<file path="src/rtl/serial_parity_pkg.sv">
// Shared definitions for the parity-protected serial link:
// FSM state encoding and frame bit constants.
package serial_parity_pkg;

    typedef enum logic [1:0] {
        IDLE   = 2'd0,
        DATA   = 2'd1,
        PARITY = 2'd2,
        STOP   = 2'd3
    } state_t;

    localparam logic START_BIT = 1'b0;
    localparam logic STOP_BIT  = 1'b1;

endpackage

</file>
<file path="src/rtl/parity_xnor_acc.sv">
// 1-bit registered XOR parity accumulator built from gate primitives.
// Ports: clk, rst (sync, active-high), clr, en, d -> acc, sum (= acc ^ d).
module parity_xnor_acc (
    input  logic clk,
    input  logic rst,
    input  logic clr,
    input  logic en,
    input  logic d,
    output logic acc,
    output logic sum
);

    logic r_acc;
    logic w_sum;

    xor u_xor (w_sum, r_acc, d);

    always_ff @(posedge clk) begin
        if (rst || clr) begin
            r_acc <= 1'b0;
        end else if (en) begin
            r_acc <= w_sum;
        end
    end

    assign acc = r_acc;
    assign sum = w_sum;

endmodule

</file>
<file path="src/rtl/serial_parity_rx.sv">
// Serial frame receiver: start, DATA_W data bits LSB first, parity, stop.
// Ports: clk, rst, bit_en, rx -> data_out, data_valid, parity_err,
//        frame_err, busy.
module serial_parity_rx
    import serial_parity_pkg::*;
#(
    parameter int DATA_W     = 8,
    parameter bit PARITY_ODD = 1'b0
) (
    input  logic              clk,
    input  logic              rst,
    input  logic              bit_en,
    input  logic              rx,
    output logic [DATA_W-1:0] data_out,
    output logic              data_valid,
    output logic              parity_err,
    output logic              frame_err,
    output logic              busy
);

    localparam int CW = $clog2(DATA_W + 1);

    state_t            r_state;
    logic [CW-1:0]     r_cnt;
    logic [DATA_W-1:0] r_sreg;
    logic              r_perr;
    logic [DATA_W-1:0] r_data;
    logic              r_valid;
    logic              r_perr_o;
    logic              r_ferr;
    logic              r_busy;

    logic [DATA_W-1:0] w_sreg_nxt;
    logic              w_clr;
    logic              w_acc_en;
    logic              w_acc;
    logic              w_sum;
    logic              w_exp_n;
    logic              w_perr;
    logic              w_last;

    assign w_clr    = bit_en && (r_state == IDLE) && (rx == START_BIT);
    assign w_acc_en = bit_en && (r_state == DATA);
    assign w_last   = (r_cnt == CW'(DATA_W - 1));

    parity_xnor_acc u_acc (
        .clk (clk),
        .rst (rst),
        .clr (w_clr),
        .en  (w_acc_en),
        .d   (rx),
        .acc (w_acc),
        .sum (w_sum)
    );

    // xnor(sum, ~odd) == sum ^ odd: high when parity disagrees
    assign w_exp_n = ~PARITY_ODD;
    xnor u_chk (w_perr, w_sum, w_exp_n);

    // Place the current data bit at position r_cnt
    always_comb begin
        w_sreg_nxt = r_sreg;
        for (int i = 0; i < DATA_W; i++) begin
            if (CW'(i) == r_cnt) begin
                w_sreg_nxt[i] = rx;
            end
        end
    end

    always_ff @(posedge clk) begin
        if (rst) begin
            r_state  <= IDLE;
            r_cnt    <= '0;
            r_sreg   <= '0;
            r_perr   <= 1'b0;
            r_data   <= '0;
            r_valid  <= 1'b0;
            r_perr_o <= 1'b0;
            r_ferr   <= 1'b0;
            r_busy   <= 1'b0;
        end else begin
            r_valid <= 1'b0;
            if (bit_en) begin
                unique case (r_state)
                    IDLE: begin
                        if (rx == START_BIT) begin
                            r_state <= DATA;
                            r_cnt   <= '0;
                            r_busy  <= 1'b1;
                        end
                    end
                    DATA: begin
                        r_sreg <= w_sreg_nxt;
                        r_cnt  <= r_cnt + 1'b1;
                        if (w_last) begin
                            r_state <= PARITY;
                        end
                    end
                    PARITY: begin
                        r_perr  <= w_perr;
                        r_state <= STOP;
                    end
                    STOP: begin
                        r_data   <= r_sreg;
                        r_perr_o <= r_perr;
                        r_ferr   <= (rx != STOP_BIT);
                        r_valid  <= 1'b1;
                        r_busy   <= 1'b0;
                        r_state  <= IDLE;
                    end
                    default: r_state <= IDLE;
                endcase
            end
        end
    end

    assign data_out   = r_data;
    assign data_valid = r_valid;
    assign parity_err = r_perr_o;
    assign frame_err  = r_ferr;
    assign busy       = r_busy;

    logic w_unused;
    assign w_unused = w_acc;

endmodule

</file>
<file path="config.mk">
export PLATFORM = sky130hd
export DESIGN_NAME = serial_parity_rx
export DESIGN_NICKNAME = d
export VERILOG_FILES = /design/src/rtl/serial_parity_pkg.sv /design/src/rtl/parity_xnor_acc.sv /design/src/rtl/serial_parity_rx.sv
export SDC_FILE = /design/constraint.sdc
export NUM_CORES = 1
export LEC_CHECK = 0
export ABC_AREA = 0
export CORE_MARGIN = 2
export CORE_UTILIZATION = 25
export DETAILED_ROUTE_END_ITERATION = 12
export HOLD_SLACK_MARGIN = 0.12
export SYNTH_ARGS = -nofsm -noshare
export SYNTH_HDL_FRONTEND = slang
export SYNTH_SLANG_ARGS = --single-unit
</file>
<file path="constraint.sdc">
create_clock -name clk -period 1.5 [get_ports clk]
set_input_delay 0.3 -clock clk [delete_from_list [all_inputs] [get_ports clk]]
set_output_delay 0.3 -clock clk [all_outputs]
set_load 0.02 [all_outputs]
</file>
* Yosys cells after proc, flatten, opt, wreduce, memory -nomap -nowiden
Cells that the tools add are included.
** Storage, ports and cells
- Output and inout port bits :: 12
- Latch bits :: 0
- Memories kept :: 0
- ROM bits :: 0
- Logic and storage cells :: 64
- RAM bits :: 0
- Flip-flop bits (word level) :: 28
** Operators by class
- Divide/modulo/power cells :: 0
- Magnitude comparators :: 0
- Add/sub/neg operators :: 1
- Mux-type cells :: 8
- Eq/ne operators :: 13
- $mul :: 0
- Bitwise gates (word level) :: 3
- Reduce and logical (&&, ||, !) cells :: 22
- Shift operators :: 0
** Operator list (count)
- AND reduction 3 bit :: 11
- equality test 3 x 4 -> 1 bit, first input constant :: 4
- equality test 2 x 4 -> 1 bit, first input constant :: 2
- case mux 2 bit (4 select lines) :: 1
- case mux 4 bit (2 select lines) :: 1
- adder 4 x 1 -> 4 bit, second input constant :: 1
- equality test 1 x 4 -> 1 bit, first input constant :: 1
- equality test 2 bit, second input constant :: 2
- equality test 4 x 3 -> 1 bit, second input constant :: 1
- logical NOT 4 bit :: 1
- two-way mux 2 bit :: 2
- two-way mux 4 bit :: 1
- inequality test 2 bit, second input constant :: 2
- AND reduction 2 bit :: 2
- nonzero test 2 bit :: 2
- logical AND 1 bit :: 3
- equality test 2 x 1 -> 1 bit, second input constant :: 1
- logical NOT 2 bit :: 1
- two-way mux 1 bit :: 2
- NOT 1 bit :: 2
- case mux 1 bit (2 select lines) :: 1
- OR reduction 2 bit :: 1
- logical OR 1 bit :: 1
- bitwise XOR 1 bit :: 1

* Longest topological paths before layout
Gate-level depths: netlist of the first run.
- Depth in word-level cells :: 4
- Depth in mapped cells :: 7
- Mapped depth without buffers :: 6

* Cells and area by module
Synthesis of the first run repeated with hierarchy kept, for this count alone.
** Unflattened totals
- Cell total of the unflattened synthesis :: 156
- Area, all modules :: 1300.0 µm²
** By module, submodules not included
- serial_parity_rx :: cells each 151, times used 1, area an instance 1241.2 µm²
- parity_xnor_acc :: cells each 5, times used 1, area an instance 58.8 µm²

* Least setup slack after synthesis of the first run
Ideal clock, no wire load.
- Path type :: reg-to-reg
- From :: register r_cnt[0]
- To :: register r_state[1]
- Period minus slack after synthesis :: 1.411 ns
- Stages on the path, launching flop included :: 6
- Path buffers :: 0
- Setup time :: 0.128 ns
- Path slack :: 0.089 ns
- Arrival :: 1.283 ns
- Data required time :: 1.372 ns
- Cells stage by stage :: dfxtp_1 -> ha_1 -> nand3b_1 -> a221oi_2 -> mux2i_1 -> nor2_1
** On the way
- Word-level cells in the longest chain between the ends :: 3
** RTL lines
- start: declaration :: line serial_parity_rx.sv:24 : logic [CW-1:0] r_cnt;
- start signal: assignment :: line serial_parity_rx.sv:94 : r_cnt <= r_cnt + 1'b1;
- equality test 4 x 3 -> 1 bit :: line serial_parity_rx.sv:44 : assign w_last = (r_cnt == CW'(DATA_W - 1));
- inequality test 2 bit (no source line)
- AND reduction 3 bit (no source line)
- end signal: assignment :: line serial_parity_rx.sv:72 : r_state <= IDLE;
- end signal: assignment :: line serial_parity_rx.sv:87 : r_state <= DATA;
- end signal: assignment :: line serial_parity_rx.sv:96 : r_state <= PARITY;
- end: declaration :: line serial_parity_rx.sv:23 : state_t r_state;
Every way passes these cells.
A chain may end at the register's enable or synchronous reset.

* Worst setup path after layout of the first run
Same ends and word-level chain as after synthesis.

==> results.py, run 1 <==
metrics = {
    "clock_network": {
        "clk_pin_slew_ps": 100,
        "clock_path_buffers": 2,
        "cts_num_sinks": 28,
        "htreeDepth": 1,
        "post_cts_buffers": 0,
        "cts_made_buffers": 3,
        "clk_latency_ps": 270,
        "cts_tree": "built",
        "postCtsHoldBufs": 0,
        "cts_root_buffer": "clkbuf_8",
    },
    "sta": {
        "period_share": 0.918,
        "fin_skew_ps": 2.67,
        "fmax_mhz": 726,
        "slew_headroom": 0.792,
        "maxSlewViolCount": 0,
        "final.setup.tns_ps": 0,
        "period_needed_ps": 1380,
        "setup_violations": 0,
        "finalHoldViolCount": 0,
        "tightest_slew_ps": 311,
    },
    "routing": {
        "avgRoutedWirePerCell_um": 10.9,
        "top_layer": "met4",
        "drt_iter0_markers": 39,
        "wirelength_met1_um": 1310,
        "dr.pass1.iters": 4,
        "wl_met2_um": 1280,
        "vias": 1087,
        "wirelength_um": 2710,
        "ant_nets": 0,
        "drc": 0,
        "vias_per_cell": 4.37,
        "routed-wl-met3_um": 95,
    },
    "global_routing": {
        "grt_pass1_wl_um": 4870,
        "grt_max_degree": 17,
        "antenna_found_initial": 0,
        "grt_overflow": 0,
        "grtUsageTotal": 0.111,
        "grt_pass1_vias": 1088,
    },
    "critical_path": {
        "cp-start-kind": "flop",
        "required_ps": 1680,
        "r2r_start": "r_cnt[0]",
        "cp.arrival_ps": 1560,
        "path_max_fanout": 3,
        "crit_type": "reg -> reg",
        "crit_start": "r_cnt[0]",
        "end_kind": "flop",
    },
    "synth": {
        "synth_cells": 154,
        "synth_fp_nets": 167,
        "yosysSeqAreaShare": 0.441,
        "avgSynthCellArea_sq_um": 8.25,
        "yosysUniqueCellTypes": 27,
        "yosysWarningCount": 0,
        "ys_ff_latch": 28,
        "synthesis.area_sq_mm": 0.00127,
    },
    "placement": {
        "hpwl_um": 1990,
        "gp_congestion": 0.777,
        "portBuffers": 15,
    },
    "final_layout": {
        "final_common_cell": "nand2_1",
        "nets": 196,
        "final_core_util": 0.359,
        "layout-drive-gt1-share": 0.181,
        "n_antenna_cell": 0,
        "area_delta_synth_final_pct": 36.0,
        "layout_common_cells": "nand2_1 (37), dfxtp_1 (27), a21oi_1 (18), buf_4 (18)",
    },
    "min_path": {
        "hp-class": "reg -> reg",
        "hold_start": "data_out[2]",
    },
    "floorplanning": {
        "fp-row-count": 25,
        "start_util": 0.264,
        "die_x_um": 75.3,
        "fp.dieArea_sq_mm": 0.00567,
        "pin_count": 16,
        "die_y_um": 75.3,
        "core-area_sq_mm": 0.00482,
    },
    "pwr": {
        "p_total_uw": 1580,
        "powerDensity_mw_per_mm2": 911,
        "p_leak_uw": 0.000689,
        "peakVddDrop_v": 0.000293,
    },
    "run": {
        "timing.max_cap.violations": 0,
    },
    "outcome": {
        "status": "finished clean",
    },
}
-- flip-flops by register name, summed over array words and instances (netlist names) --
register and flops:
r_perr 1, data_out 8, r_sreg 8, r_cnt 4, frame_err 1, data_valid 1, u_acc.acc 1, r_state 2
busy 1, parity_err 1
-- final timing paths --
| kind | to | slack (ps) | depth (start not counted) |
|---|---|---|---|
| worst max register to register | r_state[1] | 120 | 5 |
| worst min-delay path | data_out[2] | 450 | 2 |
| worst max-delay path | r_state[1] | 120 | 5 |
| worst min register to register | data_out[2] | 450 | 2 |
-- stage by stage --
step           worst slack [ps]  instance area [sq um]  hold slack (ps)  instances
6_report                    123                   1730              453        249
3_5_place_dp               -208                   1620              445        245
5_1_grt                   -1.25                   1730              474        249
3_3_place_gp               -183                   1620              443        245
2_1_floorplan              89.2                   1270              432        154
4_1_cts                    4.77                   1680              457        249
-- power breakdown --
group | switching (uW) | internal [uW] | leakage [uW] | total [uW]
Combinational | 111 | 102 | 0.000426 | 213
Sequential | 11.7 | 757 | 0.000227 | 769
Clock | 236 | 357 | 0.0000357 | 594
Total | 359 | 1220 | 0.000689 | 1580
-- cells in the mapped netlist --
library cell,n,area share
and4b_1,1,0.0079
nor2b_1,2,0.0098
and3_1,1,0.0049
inv_1,6,0.018
a31o_2,1,0.0069
a211oi_1,3,0.018
dfxtp_1,28,0.44
buf_1,1,0.0029
a311oi_1,1,0.0069
xnor2_1,1,0.0069
and2_1,1,0.0049
clkbuf_1,4,0.012
mux2i_1,3,0.024
o211ai_1,2,0.012
nand3_1,8,0.031
a22oi_1,3,0.018
xor2_1,2,0.014
o21ai_0,2,0.0079
nand2_1,37,0.11
nand3b_1,1,0.0059
and4bb_2,1,0.0098
buf_2,5,0.020
a21oi_1,18,0.071
o31ai_1,1,0.0059
ha_1,9,0.089
a221oi_2,1,0.012
nor2_1,11,0.032
-- area by class of cell --
class                   count  area (sq um)
repair buffers             34           297
clock inverters             1          30.0
flip-flops and latches     28           564
fillers                   529          3090
well taps                  67          83.8
multi-input cells         110           691
inverters                   6          22.5
clock buffers               3          41.3
-- logic make-up (layout without fill, tap and decap cells) --
family          after synthesis  after routing  synth area share
fa+ha+maj                     9              9            0.0886
simple gates                 63             63             0.217
buf+inv                      16             44            0.0522
flops                        28             28             0.441
mux                           3              3            0.0236
xor+xnor                      3              3            0.0207
compound gates               32             32             0.157
-- worst max-delay path, cell delays in order (launching register included) --
cell	delay (ps)
dfxtp_1	340
ha_1	190
nand3b_1	150
a221oi_4	340
mux2i_1	210
nor2_1	50
-- layer usage --
layer	GRT usage	vias up
met2	0.182	16
met3	0.0278	2
met1	0.145	499
met5	0	-
li1	-	570
met4	0.0292	0
-- timing repair --
action,CTS,global route
pin swaps,0,2
endpoints found under the setup margin,13,14
gates resized for setup,12,13
(Power assumes the default switching activity.)
==> run 2: changes to the inputs <==
--- a/config.mk
+++ b/config.mk
@@ -10,6 +10,7 @@
 export CORE_UTILIZATION = 25
 export DETAILED_ROUTE_END_ITERATION = 12
 export HOLD_SLACK_MARGIN = 0.12
+export RECOVER_POWER = 100
 export SYNTH_ARGS = -nofsm -noshare
 export SYNTH_HDL_FRONTEND = slang
 export SYNTH_SLANG_ARGS = --single-unit
==> results.py, run 2 (synthesized netlist as in run 1, its figures left out) <==
metrics = {
    "critical_path": {
        "end_kind": "flop",
        "cp-start-kind": "flop",
        "cp.arrival_ps": 1560,
        "required_ps": 1680,
        "path_max_fanout": 3,
        "crit_type": "reg -> reg",
    },
    "floorplanning": {
        "fp.dieArea_sq_mm": 0.00567,
        "core-area_sq_mm": 0.00482,
        "pin_count": 16,
        "start_util": 0.264,
        "die_x_um": 75.3,
        "fp-row-count": 25,
        "die_y_um": 75.3,
    },
    "routing": {
        "avgRoutedWirePerCell_um": 11.0,
        "ant_nets": 0,
        "wirelength_um": 2730,
        "vias": 1079,
        "wirelength_met1_um": 1350,
        "dr.pass1.iters": 2,
        "top_layer": "met4",
        "routed-wl-met3_um": 80,
        "vias_per_cell": 4.33,
        "drt_iter0_markers": 37,
        "drc": 0,
        "wl_met2_um": 1270,
    },
    "clock_network": {
        "post_cts_buffers": 0,
        "clk_latency_ps": 270,
        "clock_path_buffers": 2,
        "cts_made_buffers": 3,
        "cts_tree": "built",
        "clk_pin_slew_ps": 100,
        "cts_num_sinks": 28,
        "postCtsHoldBufs": 0,
        "cts_root_buffer": "clkbuf_8",
        "htreeDepth": 1,
    },
    "sta": {
        "period_needed_ps": 1380,
        "fmax_mhz": 725,
        "setup_slack_ps": 121,
        "period_share": 0.919,
        "maxSlewViolCount": 0,
        "setup_violations": 0,
        "holdWs_ps": 452,
        "finalHoldViolCount": 0,
        "tightest_slew_ps": 307,
        "final.setup.tns_ps": 0,
        "fin_skew_ps": 5.14,
        "slew_headroom": 0.795,
    },
    "pwr": {
        "p_clk_frac": 0.377,
        "p_sw_frac": 0.228,
        "power.net_switching_uw": 358,
        "p_seq_frac": 0.489,
        "intPower_uw": 1210,
        "peakVddDrop_v": 0.000294,
        "p_leak_uw": 0.000669,
        "p_comb_frac": 0.134,
        "powerDensity_mw_per_mm2": 917,
    },
    "outcome": {
        "status": "finished clean",
    },
    "global_routing": {
        "grt_pass1_wl_um": 4870,
        "grtUsageTotal": 0.111,
        "grt_max_degree": 17,
        "grt_overflow": 0,
        "antenna_found_initial": 0,
        "grt_pass1_vias": 1088,
    },
    "final_layout": {
        "area_delta_synth_final_pct": 34.9,
        "final_common_cell": "nand2_1",
        "nets": 196,
        "n_antenna_cell": 0,
        "layout_common_cells": "nand2_1 (37), dfxtp_1 (27), a21oi_1 (18)",
        "layout-drive-gt1-share": 0.176,
        "final_core_util": 0.356,
    },
    "placement": {
        "place_ws_ps": -208,
        "hpwl_um": 1990,
        "portBuffers": 15,
        "gp_congestion": 0.777,
    },
    "min_path": {
        "hp-class": "reg -> reg",
    },
    "run": {
        "timing.max_cap.violations": 0,
    },
}
-- run 2: cell types whose count changed in the layout (fill, tap and decap cells not counted), sizes merged --
cell	before	now
clkdlybuf4s50	2	1
clkbuf	3	6
buf	19	17
dlygate4sd3	0	1
dlymetal6s2s	2	1
-- run 2: critical path, cell delays in order (launching register included) --
cell      delay, ps
dfxtp_1         350
ha_1            190
nand3b_1        150
a221oi_4        340
mux2i_1         210
nor2_1           50
-- run 2: area by class of cell --
cell class / instances / area (sq um)
clock buffer: 3 / 41.3
clock inverter: 1 / 30.0
fill: 532 / 3100
inverter: 6 / 22.5
multi-input combinational: 110 / 691
sequential: 28 / 564
tap: 67 / 83.8
timing repair buffer: 34 / 283
-- run 2: metal layers --
metal / vias up / GRT usage
met5: - / 0
met4: 0 / 0.0292
met3: 2 / 0.0278
met2: 12 / 0.182
met1: 494 / 0.145
li1: 571 / -
-- run 2: through the flow --
step | instances | total power (uW) | instance area (sq um)
floorplan | 154 | 895 | 1270
global placement | 245 | 967 | 1620
detailed placement | 245 | 972 | 1620
CTS | 249 | 1570 | 1680
global route | 249 | 1650 | 1720
finish | 249 | 1570 | 1720
-- run 2: worst paths after layout --
path,start,endpoint,slack [ps],depth (start not counted)
setup / recovery,r_cnt[0],r_state[1],120,5
hold / removal,data_out[2],data_out[2],450,2
setup reg to reg,r_cnt[0],r_state[1],120,5
hold reg to reg,data_out[2],data_out[2],450,2
-- run 2: power groups by stage --
stage          Combinational (uW)  Sequential [uW]  Clock, uW
2_1_floorplan                 107              789          0
3_3_place_gp                  184              783          0
3_5_place_dp                  188              784          0
4_1_cts                       190              767        618
5_1_grt                       239              772        637
6_report                      210              769        593
-- run 2: what timing repair did --
| item | in CTS | in global routing |
|---|---|---|
| pin swaps | 0 | 2 |
| setup endpoints to repair | 13 | 14 |
| endpoints found under the hold margin | 0 | 0 |
| resized for setup | 12 | 13 |
==> run 3: changes to the inputs <==
--- a/config.mk
+++ b/config.mk
@@ -10,6 +10,7 @@
 export CORE_UTILIZATION = 25
 export DETAILED_ROUTE_END_ITERATION = 12
 export HOLD_SLACK_MARGIN = 0.12
+export MAX_ROUTING_LAYER = met4
 export RECOVER_POWER = 100
 export SYNTH_ARGS = -nofsm -noshare
 export SYNTH_HDL_FRONTEND = slang
==> results.py, run 3 (synthesized netlist as in run 1, its figures left out) <==
metrics = {
    "pwr": {
        "p_seq_frac": 0.490,
        "p_leak_uw": 0.000669,
        "p_sw_frac": 0.227,
        "powerDensity_mw_per_mm2": 915,
        "p_comb_frac": 0.134,
        "intPower_uw": 1210,
        "power.net_switching_uw": 356,
        "peakVddDrop_v": 0.000293,
        "p_clk_frac": 0.377,
        "p_total_uw": 1570,
    },
    "final_layout": {
        "final_common_cell": "nand2_1",
        "final_core_util": 0.356,
        "seqCellArea_sq_um": 564,
        "fillers": 532,
        "layout_common_cells": "nand2_1 (37), dfxtp_1 (27), a21oi_1 (18)",
        "nets": 196,
        "area_delta_synth_final_pct": 34.9,
        "multiInputGateArea_sq_um": 691,
        "n_antenna_cell": 0,
        "layout-drive-gt1-share": 0.176,
    },
    "clock_network": {
        "htreeDepth": 1,
        "cts_num_sinks": 28,
        "cts_made_buffers": 3,
        "cts_tree": "built",
        "clock_path_buffers": 2,
        "cts_root_buffer": "clkbuf_8",
        "clk_latency_ps": 270,
        "clk_pin_slew_ps": 90,
    },
    "sta": {
        "tightest_slew_ps": 306,
        "setup_violations": 0,
        "slew_headroom": 0.796,
        "period_needed_ps": 1380,
        "period_share": 0.921,
        "holdWs_ps": 453,
        "fin_skew_ps": 1.53,
        "finalHoldViolCount": 0,
        "final.setup.tns_ps": 0,
        "fmax_mhz": 724,
        "setup_slack_ps": 119,
        "maxSlewViolCount": 0,
    },
    "floorplanning": {
        "die_y_um": 75.3,
        "die_x_um": 75.3,
        "core-area_sq_mm": 0.00482,
        "fp-row-count": 25,
        "fp.dieArea_sq_mm": 0.00567,
        "pin_count": 16,
        "start_util": 0.264,
    },
    "min_path": {
        "hp-class": "reg -> reg",
    },
    "routing": {
        "wirelength_um": 2680,
        "ant_nets": 0,
        "avgRoutedWirePerCell_um": 10.8,
        "dr.pass1.iters": 4,
        "vias": 1102,
        "vias_per_cell": 4.43,
        "drt_iter0_markers": 55,
        "drc": 0,
    },
    "placement": {
        "hpwl_um": 1990,
        "place_ws_ps": -208,
        "gp_congestion": 0.788,
        "portBuffers": 15,
    },
    "critical_path": {
        "cp.arrival_ps": 1560,
        "end_kind": "flop",
        "crit_type": "reg -> reg",
        "path_max_fanout": 3,
        "cp-start-kind": "flop",
        "required_ps": 1680,
    },
    "run": {
        "timing.max_cap.violations": 0,
    },
    "global_routing": {
        "antenna_found_initial": 0,
        "grt_overflow": 0,
        "grtUsageTotal": 0.114,
        "grt_pass1_wl_um": 4860,
        "grt_max_degree": 17,
        "grt_pass1_vias": 1084,
    },
    "outcome": {
        "status": "finished clean",
    },
}
-- run 3: cell types whose count changed in the layout (fill, tap and decap cells not counted) --
cell      delta
buf_4        -1
clkbuf_4     +1
-- run 3: final cells by class --
class                   count  share of cell area
clock buffers               3              0.0241
clock inverters             1              0.0175
inverters                   6              0.0131
multi-input cells         110               0.403
flip-flops and latches     28               0.329
well taps                  67              0.0489
repair buffers             34               0.165
-- run 3: metrics by stage --
stage | cell area [sq um] | std cells
CTS | 1680 | 249
finish | 1720 | 249
floorplan | 1270 | 154
global placement | 1620 | 245
global route | 1720 | 249
detailed placement | 1620 | 245
-- run 3: metal layers --
layer | part of all wire | wire (um) | global-route usage
met1 | 0.48 | 1290 | 0.145
met2 | 0.48 | 1270 | 0.182
met3 | 0.037 | 98 | 0.0278
met4 | 0.0071 | 19 | 0.0292
met5 | 0 | 0 | -
-- run 3: critical path, stage by stage (launching register included) --
cell and delay [ps]:
dfxtp_1 350, ha_1 190, nand3b_1 150, a221oi_4 340
mux2i_1 210, nor2_1 50
-- run 3: final timing paths --
kind	start	to	depth (start not counted)	slack, ps
worst max-delay path	r_cnt[0]	r_state[1]	5	120
worst min register to register	data_out[2]	data_out[2]	2	450
worst min-delay path	data_out[2]	data_out[2]	2	450
worst max register to register	r_cnt[0]	r_state[1]	5	120
-- run 3: what timing repair did --
action	in CTS	in global routing
pin swaps	0	2
setup endpoints to repair	13	14
buffers inserted	0	0
gates resized for setup	12	13
hold buffers	0	0
-- run 3: power by group through the flow --
stage                     combinational (uW)  sequential, uW  clock (uW)
after floorplan                          107             789           0
after global placement                   184             783           0
after detailed placement                 188             784           0
after CTS                                190             767         618
after global routing                     239             772         637
final                                    210             769         591
